`config.mk`:
```
export PLATFORM = sky130hd
export DESIGN_NAME = qam_mapper_stream
export DESIGN_NICKNAME = d
export VERILOG_FILES = /design/src/rtl/qam_pkg.sv /design/src/rtl/qam_pam_lut.sv /design/src/rtl/qam_mapper_stream.sv
export SDC_FILE = /design/constraint.sdc
export NUM_CORES = 1
export LEC_CHECK = 0
export CAP_MARGIN = 10
export CORE_MARGIN = 4
export CORE_UTILIZATION = 69
export DETAILED_ROUTE_END_ITERATION = 6
export DONT_BUFFER_PORTS = 1
export GPL_TIMING_DRIVEN = 0
export PLACE_DENSITY = 0.85
export SLEW_MARGIN = 20
export SYNTH_ARGS = -nofsm -noshare
export SYNTH_HDL_FRONTEND = slang
export SYNTH_SLANG_ARGS = --single-unit
export TNS_END_PERCENT = 20
```
`constraint.sdc`:
```
create_clock -name clk -period 12.95 [get_ports clk]
set_clock_uncertainty 0.05 [all_clocks]
set_input_delay 1.295 -clock clk [delete_from_list [all_inputs] [get_ports clk]]
set_output_delay 1.295 -clock clk [all_outputs]
set_load 0.05 [all_outputs]
```
`src/rtl/qam_pkg.sv`:
```
// Shared types, bits-per-symbol helper and Gray-to-PAM level tables for the
// streaming QAM mapper (qam_mapper_stream) and its PAM lookup (qam_pam_lut).
package qam_pkg;

    // Run-time modulation selector, encoded as on the mod_sel port.
    typedef enum logic [1:0] {
        MOD_BPSK  = 2'd0,
        MOD_QPSK  = 2'd1,
        MOD_16QAM = 2'd2,
        MOD_64QAM = 2'd3
    } mod_t;

    // Number of PAM levels on one axis; LVL_ZERO forces a 0 level (BPSK Q).
    typedef enum logic [1:0] {
        LVL_ZERO = 2'd0,
        LVL_2    = 2'd1,
        LVL_4    = 2'd2,
        LVL_8    = 2'd3
    } lvl_sel_t;

    // Odd-integer PAM level, -7..+7.
    typedef logic signed [3:0] level_t;

    // Gray code -> level, indexed by the Gray bits of one axis.
    localparam level_t LVL2_TBL [0:1] = '{-4'sd1, 4'sd1};
    localparam level_t LVL4_TBL [0:3] = '{-4'sd3, -4'sd1, 4'sd3, 4'sd1};
    localparam level_t LVL8_TBL [0:7] = '{-4'sd7, -4'sd5, -4'sd1, -4'sd3,
                                          4'sd7,  4'sd5,  4'sd1,  4'sd3};

    // Bits consumed per symbol for each modulation.
    function automatic logic [2:0] bps_of(input mod_t m);
        logic [2:0] b;
        case (m)
            MOD_BPSK:  b = 3'd1;
            MOD_QPSK:  b = 3'd2;
            MOD_16QAM: b = 3'd4;
            default:   b = 3'd6;
        endcase
        return b;
    endfunction

endpackage

```
`src/rtl/qam_pam_lut.sv`:
```
// Combinational Gray-to-PAM lookup for one axis (I or Q): up to three Gray
// bits plus a level-count select give a signed odd-integer level.
module qam_pam_lut
    import qam_pkg::*;
(
    input  logic [2:0] gray,
    input  lvl_sel_t   sel,
    output level_t     level
);

    // Pick the table matching the constellation size on this axis.
    always_comb begin
        // NOTE: assigning a default before the case keeps every path driven,
        // so no latch is inferred when a branch is added or missed.
        level = '0;
        case (sel)
            LVL_2:   level = LVL2_TBL[gray[0]];
            LVL_4:   level = LVL4_TBL[gray[1:0]];
            LVL_8:   level = LVL8_TBL[gray];
            default: level = '0;
        endcase
    end

endmodule

```
`src/rtl/qam_mapper_stream.sv`:
```
// Streaming BPSK/QPSK/16QAM/64QAM mapper. Packed input beats are appended
// LSB-first into a bit buffer; each symbol takes the low bps bits, maps them
// through Gray-coded PAM tables and drives a registered valid/ready output.
// Optional build macro QAM_SYM_CNT_EN adds a 32-bit handshake counter port
// sym_cnt.
module qam_mapper_stream
    import qam_pkg::*;
#(
    parameter int DATA_W   = 8,
    parameter int OUT_W    = 16,
    parameter int AMP_STEP = 10
) (
    input  logic              clk,
    input  logic              rst_n,
    input  logic [1:0]        mod_sel,
    input  logic              s_valid,
    output logic              s_ready,
    input  logic [DATA_W-1:0] s_data,
    input  logic              flush,
    output logic              m_valid,
    input  logic              m_ready,
    output logic [OUT_W-1:0]  i_out,
    output logic [OUT_W-1:0]  q_out,
    output logic              idle
`ifdef QAM_SYM_CNT_EN
    ,
    output logic [31:0]       sym_cnt
`endif
);

    // Five spare bits beyond one beat so a beat can land while up to five
    // bits (less than one 64QAM symbol) are still waiting.
    localparam int BUF_W = DATA_W + 5;
    localparam int CNT_W = $clog2(BUF_W + 1);
    localparam logic signed [OUT_W-1:0] AMP = OUT_W'(AMP_STEP);

    logic [BUF_W-1:0] bit_buf;
    logic [CNT_W-1:0] cnt;
    mod_t             mode_q;
    logic             flush_pend;

    logic [CNT_W-1:0] bps;
    logic             push;
    logic             out_free;
    logic             have_sym;
    logic             pad_sym;
    logic             load;
    logic [CNT_W-1:0] pop_n;
    logic [CNT_W-1:0] cnt_kept;
    logic [CNT_W-1:0] cnt_next;
    logic [BUF_W-1:0] buf_next;
    logic             pend_next;
    logic [5:0]       sym;

    logic [2:0]       i_gray;
    logic [2:0]       q_gray;
    lvl_sel_t         i_sel;
    lvl_sel_t         q_sel;
    level_t           i_lvl;
    level_t           q_lvl;
    logic signed [OUT_W-1:0] i_map;
    logic signed [OUT_W-1:0] q_map;

    assign bps      = CNT_W'(bps_of(mode_q));
    assign s_ready  = (cnt <= CNT_W'(BUF_W - DATA_W)) && !flush_pend;
    assign push     = s_valid && s_ready;
    assign out_free = !m_valid || m_ready;
    assign idle     = (cnt == '0) && !m_valid && !flush_pend;

    // A full symbol is preferred; the zero-padded flush symbol only fires
    // once fewer than bps bits remain.
    assign have_sym = (cnt >= bps);
    assign pad_sym  = flush_pend && (cnt != '0) && (cnt < bps);
    assign load     = out_free && (have_sym || pad_sym);

    // Bits above cnt are always zero, so a padded symbol is just the low
    // bps bits of the buffer and popping cnt bits empties it.
    assign pop_n    = load ? (have_sym ? bps : cnt) : '0;
    assign cnt_kept = cnt - pop_n;
    assign cnt_next = cnt_kept + (push ? CNT_W'(DATA_W) : '0);
    assign buf_next = (bit_buf >> pop_n)
                    | (push ? (BUF_W'(s_data) << cnt_kept) : '0);

    // A flush with bits present stays pending until the buffer drains; any
    // full symbols still queued go out first, then the padded remainder.
    assign pend_next = (flush_pend || (flush && (cnt != '0))) && (cnt_next != '0);

    assign sym = bit_buf[5:0];

    // Split the symbol into per-axis Gray fields for the current mode.
    always_comb begin
        i_gray = '0;
        q_gray = '0;
        i_sel  = LVL_ZERO;
        q_sel  = LVL_ZERO;
        case (mode_q)
            MOD_BPSK: begin
                i_gray = {2'b00, sym[0]};
                i_sel  = LVL_2;
            end
            MOD_QPSK: begin
                i_gray = {2'b00, sym[0]};
                q_gray = {2'b00, sym[1]};
                i_sel  = LVL_2;
                q_sel  = LVL_2;
            end
            MOD_16QAM: begin
                i_gray = {1'b0, sym[1:0]};
                q_gray = {1'b0, sym[3:2]};
                i_sel  = LVL_4;
                q_sel  = LVL_4;
            end
            default: begin
                i_gray = sym[2:0];
                q_gray = sym[5:3];
                i_sel  = LVL_8;
                q_sel  = LVL_8;
            end
        endcase
    end

    qam_pam_lut u_lut_i (
        .gray  (i_gray),
        .sel   (i_sel),
        .level (i_lvl)
    );

    qam_pam_lut u_lut_q (
        .gray  (q_gray),
        .sel   (q_sel),
        .level (q_lvl)
    );

    assign i_map = {{(OUT_W-4){i_lvl[3]}}, i_lvl} * AMP;
    assign q_map = {{(OUT_W-4){q_lvl[3]}}, q_lvl} * AMP;

    // Bit buffer, fill count, flush state and mode capture at stream gaps.
    always_ff @(posedge clk or negedge rst_n) begin
        if (!rst_n) begin
            bit_buf    <= '0;
            cnt        <= '0;
            flush_pend <= 1'b0;
            mode_q     <= MOD_BPSK;
        end else begin
            // NOTE: non-blocking updates make every register see the values
            // from before this edge, independent of statement order.
            bit_buf    <= buf_next;
            cnt        <= cnt_next;
            flush_pend <= pend_next;
            if (idle) begin
                mode_q <= mod_t'(mod_sel);
            end
        end
    end

    // Output register: load a new symbol when free, hold under backpressure.
    always_ff @(posedge clk or negedge rst_n) begin
        if (!rst_n) begin
            m_valid <= 1'b0;
            i_out   <= '0;
            q_out   <= '0;
        end else if (load) begin
            m_valid <= 1'b1;
            i_out   <= i_map;
            q_out   <= q_map;
        end else if (m_ready) begin
            m_valid <= 1'b0;
        end
    end

`ifdef QAM_SYM_CNT_EN
    // Count completed output handshakes; wraps naturally at 2^32.
    always_ff @(posedge clk or negedge rst_n) begin
        if (!rst_n) begin
            sym_cnt <= '0;
        end else if (m_valid && m_ready) begin
            sym_cnt <= sym_cnt + 32'd1;
        end
    end
`endif

endmodule
```
==> results.py <==
metrics = {
    "status": {
        "status": "complete, no violations",
    },
    "global_route": {
        "grtUsageTotal_pct": 25.7,
        "grt_pass1_wl_um": 11100,
        "overflow": 0,
        "antenna_found_initial": 0,
        "grt_max_degree": 41,
        "grt_pass1_vias": 2427,
    },
    "place": {
        "io_buffers": 0,
        "routabilityCongestion": 0.921,
        "hpwl_um": 5020,
    },
    "worst_setup_path": {
        "endpoint_kind": "flip-flop",
        "cp_max_fo": 10,
        "worstReg2RegEnd": "bit_buf[8]$_DFF_PN0_",
        "crit_type": "flip-flop to flip-flop",
        "critPathArrivalTime_ps": 4810,
        "max_stage_delay_ps": 470,
        "slowest_stage": "xor2_1",
        "timing.rr.start": "mode_q[1]$_DFFE_PN0P_",
        "critPathRequiredTime_ps": 13060,
        "cp_cell_sequence": "clkbuf_1 -> inv_1 -> ha_1 -> a211oi_4 -> o21a_1 -> buf_6 -> mux2i_1 -> inv_1 -> buf_2 -> ha_1 -> a21oi_1 -> a21bo_2 -> xor2_1 -> mux2_2 -> a21oi_1 -> o221ai_1",
        "critPathLaunchType": "flip-flop",
        "r2r_setup_slack_ps": 8240,
        "worst-r2r-cell-count": 16,
    },
    "timing": {
        "setup_tns_ps": 0,
        "rsz0062_at_grt": "false",
        "tightest_slew_ps": 928,
        "relSlewSlack_pct": 37.8,
        "max_freq_mhz": 213,
        "final.period_utilization_pct": 36.3,
        "fin_crit_ps": 4710,
        "holdWs_ps": 552,
        "finalHoldViolations": 0,
        "setup_viol": 0,
        "final_max_slew_viol_count": 0,
    },
    "clock_tree": {
        "cts_setup_buffers": 0,
        "clock_sinks": 40,
        "hold_buffers": 0,
        "numCtsBuffers": 5,
        "clockBufferDepth": 2,
        "cts_root_buffer": "clkbuf_8",
        "cts_tree": "done",
        "clk_latency_ps": 300,
        "cts.repair.resized": 0,
        "clk_pin_slew_worst_paths_ps": 70,
        "h-tree-depth": 2,
    },
    "logic_synthesis": {
        "ys_seq_area_share_pct": 32.5,
        "synthTopCellsByArea": "dfrtp_1, ha_1, o211ai_1",
        "yosys_most_used_dff": "dfrtp_1",
        "yosysTopAreaCell": "dfrtp_1",
        "ys_warn_count": 0,
        "ys_ff_latch": 40,
        "synth_common_cells": "dfrtp_1, nand2_1, o211ai_1",
        "ys_async_sr_fraction_pct": 100,
        "syn-cell-area_um2": 3080,
        "synth_top_area_share_pct": 32.5,
        "synth_edf_count": 0,
        "post-synth-top-count-cell": "dfrtp_1",
        "yosysUniqueCellTypes": 56,
        "avgSynthCellArea_um2": 9.58,
        "syn_inst": 321,
    },
    "worst_hold_path": {
        "whs_path_depth": 2,
        "holdCritPathClass": "flip-flop to flip-flop",
        "min_from": "bit_buf[12]$_DFF_PN0_",
        "min_to": "bit_buf[12]$_DFF_PN0_",
    },
    "floorplan": {
        "core_um2": 4320,
        "initial_core_util_pct": 71.1,
        "rows": 24,
        "io_pins": 50,
        "dieArea_um2": 5590,
        "dieHeight_um": 74.8,
        "fp.dieW_um": 74.8,
    },
    "routing": {
        "drt-pass1-iter-count": 4,
        "drc": 0,
        "wl_per_cell_um": 16.8,
        "drt-total-wl_um": 6470,
        "ant_nets": 0,
        "vias": 2401,
        "drt_iter0_markers": 132,
        "drt-vias-per-instance": 6.24,
    },
    "layout": {
        "drive_above_1_share_pct": 20.7,
        "multiInputGateArea_um2": 1800,
        "nNetsFinal": 369,
        "seqCellArea_um2": 1000,
        "fillCellCount": 312,
        "syn_to_final_growth_pct": 6.92,
        "n_antenna_cell": 0,
    },
    "flow_run": {
        "drv_cap": 0,
    },
}
[state kept, by name (all words and copies together) (netlist names)]
signal and flops:
bit_buf 13, q_out 12, i_out 7, cnt 4, mode_q 2, flush_pend 1
m_valid 1
[worst max-delay path, delay by kind of cell, from the launching register on]
kind                       cells  cell delay [ps]
DFF                            1              440
buffers and inverters          5              930
xor gates and xnor gates       1              470
AOI/OAI and AO/OA              6             1210
muxes                          2              780
adders and majority gates      2              690
[how the worst max path moves through the flow]
stage | from | endpoint | slack, ps
final | mode_q[1]$_DFFE_PN0P_ | bit_buf[8]$_DFF_PN0_ | 8240
after global routing | mode_q[1]$_DFFE_PN0P_ | bit_buf[12]$_DFF_PN0_ | 7880
after CTS | mode_q[1]$_DFFE_PN0P_ | bit_buf[10]$_DFF_PN0_ | 8260
after detailed placement | mode_q[1]$_DFFE_PN0P_ | bit_buf[8]$_DFF_PN0_ | 8280
after global placement | mode_q[1]$_DFFE_PN0P_ | bit_buf[8]$_DFF_PN0_ | 8270
after floorplan | m_ready | bit_buf[8]$_DFF_PN0_ | 8830
[cell usage in the layout (no fill, tap or decap), types with 3 or more instances in the layout]
cell      instances
ha_1             17
nand2b_1          3
fa_1              5
and2_1            4
nand2_1          29
buf_4            16
mux2_2           15
xnor2_1           6
a21o_1            5
a21oi_1          13
nor2_1            8
inv_1            17
buf_6             4
dfrtp_1          40
nor2b_1           3
clkbuf_8          5
mux2i_1          15
nand3_1          14
buf_2             7
o21ai_0          16
o211ai_2          4
xor2_1            4
nor3_1            4
o211ai_1         24
clkbuf_1          5
and3_1            5
[area by class of cell]
type | count | share of cell area (%)
multi-input cells | 231 | 54.6
flip-flops and latches | 40 | 30.4
plain buffers | 31 | 6.54
inverters | 20 | 2.36
clock buffers | 5 | 2.09
well taps | 52 | 1.98
clock inverters | 3 | 1.29
repair buffers | 3 | 0.685
[metal layers]
layer  vias to the layer above  track usage [%]  part of all wire [%]
met2                        85             44.6                    51
met1                      1136             30.8                    41
met3                        14             5.87                   6.2
met5                         -                0                     0
li1                       1166                -                     -
met4                         0             10.1                   2.0
[metrics by stage]
step                      setup slack, ps  cells  cell area, um2  utilization [%]
final                                8240    385            3290             76.0
after detailed placement             8280    377            3180             73.5
after floorplan                      8830    322            3080                -
after CTS                            8260    385            3290             76.0
after global routing                 7880    385            3290             76.0
after global placement               8270    374            3140             72.7
[cells by family (layout without fill, tap and decap cells)]
| family | after synthesis | after routing | synth area share, % |
|---|---|---|---|
| adder cells (fa/ha/maj) | 22 | 22 | 10.2 |
| multiplexers | 32 | 32 | 11.4 |
| other | 1 | 2 | 0.122 |
| AO/OA/AOI/OAI | 85 | 85 | 20.7 |
| flip-flops | 40 | 40 | 32.5 |
| buffers and inverters | 51 | 62 | 9.52 |
| AND/OR/NAND/NOR | 80 | 80 | 12.7 |
| XOR/XNOR | 10 | 10 | 2.85 |
Power is left out: the tool's default activity adds up to more than one toggle a clock period on the data nets, which glitch-free logic cannot reach.
